**src/rtl/uart_rx_fifo.sv**
```systemverilog
// uart_rx_fifo
//   Receive-side FIFO placed between a UART receiver and a bus interface.
//   Each entry holds {parity_error, frame_error, data[7:0]}. The read side is
//   show-ahead: the head entry is always visible on rd_* while the FIFO is
//   non-empty, and rd_* read as zero while it is empty.
//
// Ports
//   clock, reset         sole clock; synchronous active-high reset
//   rx_done              one-cycle frame-complete strobe (one push attempt per cycle)
//   rx_data              received byte, valid with rx_done
//   rx_frame_error       stop-bit error of the frame, valid with rx_done
//   rx_parity_error      parity error of the frame, valid with rx_done
//   drop_errored         discard frames carrying either error flag
//   flush                empty the FIFO (overrun is left alone)
//   rd_en                pop request; ignored while empty
//   rd_data              head byte (0 when empty)
//   rd_frame_error       head frame error (0 when empty)
//   rd_parity_error      head parity error (0 when empty)
//   empty, full          level == 0 / level == DEPTH
//   level                number of stored entries, 0..DEPTH
//   watermark            interrupt threshold
//   rxwm_irq             registered (level > watermark)
//   overrun              sticky: a push was attempted while full with no pop
//   overrun_clr          clears overrun; a same-cycle overrun wins

module uart_rx_fifo #(
  parameter int DEPTH = 8,
  parameter int LW    = $clog2(DEPTH) + 1
) (
  input  logic          clock,
  input  logic          reset,
  input  logic          rx_done,
  input  logic [7:0]    rx_data,
  input  logic          rx_frame_error,
  input  logic          rx_parity_error,
  input  logic          drop_errored,
  input  logic          flush,
  input  logic          rd_en,
  output logic [7:0]    rd_data,
  output logic          rd_frame_error,
  output logic          rd_parity_error,
  output logic          empty,
  output logic          full,
  output logic [LW-1:0] level,
  input  logic [LW-1:0] watermark,
  output logic          rxwm_irq,
  output logic          overrun,
  input  logic          overrun_clr
);

  localparam int            AW       = $clog2(DEPTH);
  localparam logic [LW-1:0] FULL_LVL = LW'(DEPTH);

  logic [9:0]    mem [DEPTH];
  logic [AW-1:0] wr_ptr;
  logic [AW-1:0] rd_ptr;
  logic [LW-1:0] level_next;
  logic [9:0]    head;
  logic          push_try;
  logic          push_ok;
  logic          pop_ok;
  logic          ovf;

  assign empty = (level == '0);
  assign full  = (level == FULL_LVL);

  always_comb begin
    push_try = rx_done & ~(drop_errored & (rx_frame_error | rx_parity_error));
    pop_ok   = rd_en & ~empty;
    // A full FIFO still accepts a push when the head leaves in the same cycle.
    push_ok  = push_try & (~full | pop_ok);
    ovf      = push_try & full & ~pop_ok;
  end

  always_comb begin
    level_next = level;
    if (flush) begin
      level_next = '0;
    end else begin
      unique case ({push_ok, pop_ok})
        2'b10:   level_next = level + 1'b1;
        2'b01:   level_next = level - 1'b1;
        default: level_next = level;
      endcase
    end
  end

  always_ff @(posedge clock) begin
    if (reset) begin
      wr_ptr   <= '0;
      rd_ptr   <= '0;
      level    <= '0;
      overrun  <= 1'b0;
      rxwm_irq <= 1'b0;
    end else begin
      level <= level_next;
      // level never exceeds DEPTH, so watermark >= DEPTH holds the irq low.
      rxwm_irq <= (level_next > watermark);
      if (flush) begin
        wr_ptr <= '0;
        rd_ptr <= '0;
      end else begin
        if (push_ok) wr_ptr <= wr_ptr + 1'b1;
        if (pop_ok)  rd_ptr <= rd_ptr + 1'b1;
      end
      if (ovf) begin
        overrun <= 1'b1;
      end else if (overrun_clr) begin
        overrun <= 1'b0;
      end
    end
  end

  // Storage carries no reset; outputs only ever look at written entries.
  always_ff @(posedge clock) begin
    if (!reset && !flush && push_ok) begin
      mem[wr_ptr] <= {rx_parity_error, rx_frame_error, rx_data};
    end
  end

  assign head            = mem[rd_ptr];
  assign rd_data         = empty ? 8'h00 : head[7:0];
  assign rd_frame_error  = empty ? 1'b0  : head[8];
  assign rd_parity_error = empty ? 1'b0  : head[9];

endmodule

```
**config.mk**
```make
export PLATFORM = sky130hd
export DESIGN_NAME = uart_rx_fifo
export DESIGN_NICKNAME = d
export VERILOG_FILES = /design/src/rtl/uart_rx_fifo.sv
export SDC_FILE = /design/constraint.sdc
export NUM_CORES = 1
export LEC_CHECK = 0
export ABC_AREA = 1
export CAP_MARGIN = 40
export CORE_ASPECT_RATIO = 0.7
export CORE_MARGIN = 5
export CORE_UTILIZATION = 40
export DETAILED_ROUTE_END_ITERATION = 8
export GPL_ROUTABILITY_DRIVEN = 0
export MAX_ROUTING_LAYER = met4
export PLACE_DENSITY = 0.58
export SLEW_MARGIN = 25
export SYNTH_ARGS = -nofsm -noshare
export SYNTH_HDL_FRONTEND = slang
export SYNTH_SLANG_ARGS = --single-unit
```
**constraint.sdc**
```tcl
create_clock -name clock -period 2.1 [get_ports clock]
set_input_delay 0.21 -clock clock [delete_from_list [all_inputs] [get_ports clock]]
set_output_delay 0.21 -clock clock [all_outputs]
set_load 0.03 [all_outputs]
```
==> metrics.md <==
| Metric | Value |
|---|---|
| Chip height | 94.1 um |
| DRT iter0 DRCs | 277 |
| Final count of negative-setup-slack endpoints | 1 |
| Crit path launch type | flop |
| Placed Instances | 549 |
| Result of the run | finished, violations left |
| Hold crit path type | input port to flop |
| TritonRoute pass-1 iters | 4 |
| RSZ-0062 raised after global routing | yes |
| Synth warnings | 0 |
| Rel. slew slack | 0.749 |
| Met1 Track Usage GR | 0.238 |
| Starting density of the core | 0.414 |
| DP Wirelength | 6460 um |
| Total power divided by cell area | 765 nW/um2 |
| Violated checks | negative setup slack |
| Endpoint type of the worst setup path | flop |
| CTS Hold Bufs | 0 |
| WHS | 415 ps |
| Mapped Cells | 355 |
| Minimum clock period | 2230 ps |
| Leakage power | 2.00 nW |
| Vias in the first global route | 2,870 |
| Worst Path Required | 2370 ps |
| Post-route ant nets | 0 |
| Worst IR Drop VDD | 0.405 mV |
| Rows | 30 |
| Largest net degree at the start of global routing | 28 |
| Clk slew on worst S/H paths | 70 ps |
| CP Class | flop to flop |
| Clk buf depth | 2 |
| Die Wd | 130 um |
| Overall routing resource usage | 0.175 |
| Family with the most delay on the worst path | simple AND/OR/NAND/NOR gates |
| Layout cells sized above 1 | 0.274 |
| Hold endpoint | mem[0][9] |
| Setup TNS | -133 ps |
| Slowest CP cell | dfxtp_4 |
| First-pass GRT wire length | 15,400 um |
| CP Max Fanout | 3 |
| Drt wl/cell | 16.9 um |
| Mapped Area | 4040 um2 |
| PortBufs | 38 |
| Worst slew pin tran | 376 ps |
| DP Area | 4930 um2 |
| Die ar. | 12,200 um2 |
| Initial antenna violation count | 0 |
| Slew Viols, Final | 0 |
| R2r endpoint | rxwm_irq |
| # diodes | 0 |
| Global route hottest layer | met2 |
| FMAX | 448 MHz |
| Worst r2r src | level[0] |
| Critical Path AT | 2500 ps |
| Final Hold Viols | 0 |
| Startpoint of the worst hold path | rx_parity_error |
| Post-Syn Nets | 385 |
| CTS Buf Count | 9 |
| Gr ovfl total | 0 |
| Post-synth EDFFs | 80 |
| CTS Sinks | 95 |
| Yosys reg bits | 95 |
| Htree depth | 3 |
| R2r setup slk | -130 ps |
| Worst setup margin | -133 ps |
| Global routing usage on met3 | 0.0466 |
| Max-capacitance violation count | 0 |
| Hold path cells | 2 |
| Pre-CTS setup slack | -602 ps |
| Period Utilization, post-route | 1.06 |
| Nets | 470 |
| Fin cells | 573 |
| Post-synth ARST share | 0 |
| Drt total wl | 9680 um |
| Routed via count | 2,905 |
| CP peak stage delay | 350 ps |
| Drc violations | 0 |
| FF-to-FF path depth | 19 |
| CP Cell Sequence | nor2_4, nand2_2, nand2_4, inv_6, nand2_8, inv_8, ha_4, nand3_2, nand3_2, inv_2, nand2_2, nand4_1, nand3_2, inv_2, ha_4, nand2_4, inv_2, o21ai_2, a211oi_2 |
| Synth cell types | 26 |
| Clk_lat worst skew | 350 ps |
| CTS tree | built |
| Ports | 39 |
| Area grow syn2layout | 34.2% |
| Via density | 5.07 |
| Final Instance Area | 5420 um2 |
| Sequential-to-total area share from yosys stat | 0.669 |
| Core Area | 9760 um2 |
| CP bufs+invs | 5 |
| Met2 Use GR | 0.259 |
| Mean Syn Cell Area | 11.4 um2 |
| Post-synth top flop | edfxtp_1 |
| Worst Skew | 5.64 ps |
| CTS root buf | clkbuf_16 |
==> repair_timing <==
item | 4_1_cts | 5_1_grt
pin swaps | 13 | 18
gates resized for setup | 22 | 20
buffers inserted | 4 | 4
endpoints found under the setup margin | 6 | 12
==> routing by layer <==
| layer | wire length, um | share of wire |
|---|---|---|
| met1 | 4600 | 0.47 |
| met2 | 4500 | 0.46 |
| met3 | 477 | 0.049 |
| met4 | 113 | 0.012 |
| met5 | 0 | 0 |
==> synth_stat cells, drive strengths merged (2+ instances only) <==
cell type,n,area share
a21oi,9,0.011
buf,5,0.0059
clkbuf,9,0.0084
dfxtp,15,0.074
edfxtp,80,0.59
ha,8,0.025
inv,28,0.027
nand2,19,0.027
nand3,8,0.012
nand4,2,0.0031
nor2,103,0.099
nor3,6,0.0074
o21ai,40,0.052
o32ai,20,0.043
==> worst max path at each step <==
stage | start | endpoint | cells past startpoint
detailed placement | rx_parity_error | rxwm_irq | 13
global placement | rx_parity_error | rxwm_irq | 19
floorplan | level[0] | rxwm_irq | 19
CTS | level[1] | rxwm_irq | 19
global route | level[0] | rxwm_irq | 16
finish | level[0] | rxwm_irq | 19
==> cell families (layout without fill, tap and decap cells) <==
kind of cell / Yosys count / after routing / share of synthesized area
AND/OR/NAND/NOR: 138 / 138 / 0.148
AO/OA/AOI/OAI: 70 / 70 / 0.109
adder cells (fa/ha/maj): 9 / 9 / 0.0298
flip-flops: 95 / 95 / 0.669
buffers and inverters: 42 / 132 / 0.0415
XOR/XNOR: 1 / 1 / 0.00217
==> worst reg2reg max path, cell delays in order (launching register included) <==
cell and delay, ps:
dfxtp_4 350, nor2_4 130, nand2_2 90, nand2_4 90, inv_6 50, nand2_8 60, inv_8 40, ha_4 270
nand3_2 60, nand3_2 100, inv_2 40, nand2_2 60, nand4_1 90, nand3_2 100, inv_2 50, ha_4 270
nand2_4 50, inv_2 40, o21ai_2 40, a211oi_2 170
==> per-stage QoR <==
stage	power, mW	util
2_1_floorplan	2.35	-
5_1_grt	4.30	0.555
4_1_cts	4.15	0.546
3_3_place_gp	2.59	0.505
3_5_place_dp	2.60	0.505
6_report	4.15	0.555
==> cell type report <==
| class | instances | area, um2 |
|---|---|---|
| timing repair buffer | 88 | 842 |
| sequential | 95 | 2720 |
| clock inverter | 7 | 56.3 |
| clock buffer | 9 | 225 |
| tap | 128 | 160 |
| inverter | 28 | 118 |
| fill | 855 | 4340 |
| multi-input combinational | 218 | 1300 |
==> flip-flops by register name, indices dropped and copies added, names as in the netlist, named ones only <==
name,count
mem,80
level,4
rd_ptr,3
wr_ptr,3
overrun,1
rxwm_irq,1
==> report_power, final <==
part	internal [mW]	leakage [nW]	total [mW]	switching [mW]
registers	2.05	0.845	2.07	0.0115
clock network	0.814	0.136	1.53	0.712
logic	0.252	1.02	0.553	0.302
==> cell usage in the layout (no fill, tap or decap), types with 7 or more instances in the layout <==
master / instances
clkdlybuf4s50_1: 26
nand2_1: 11
clkbuf_16: 9
nor2_2: 7
o21ai_0: 33
o32ai_1: 18
dfxtp_1: 9
edfxtp_1: 80
nor2_1: 95
a21oi_1: 8
inv_1: 22
buf_12: 7
buf_4: 49
Power figures use the tool's default switching activity.
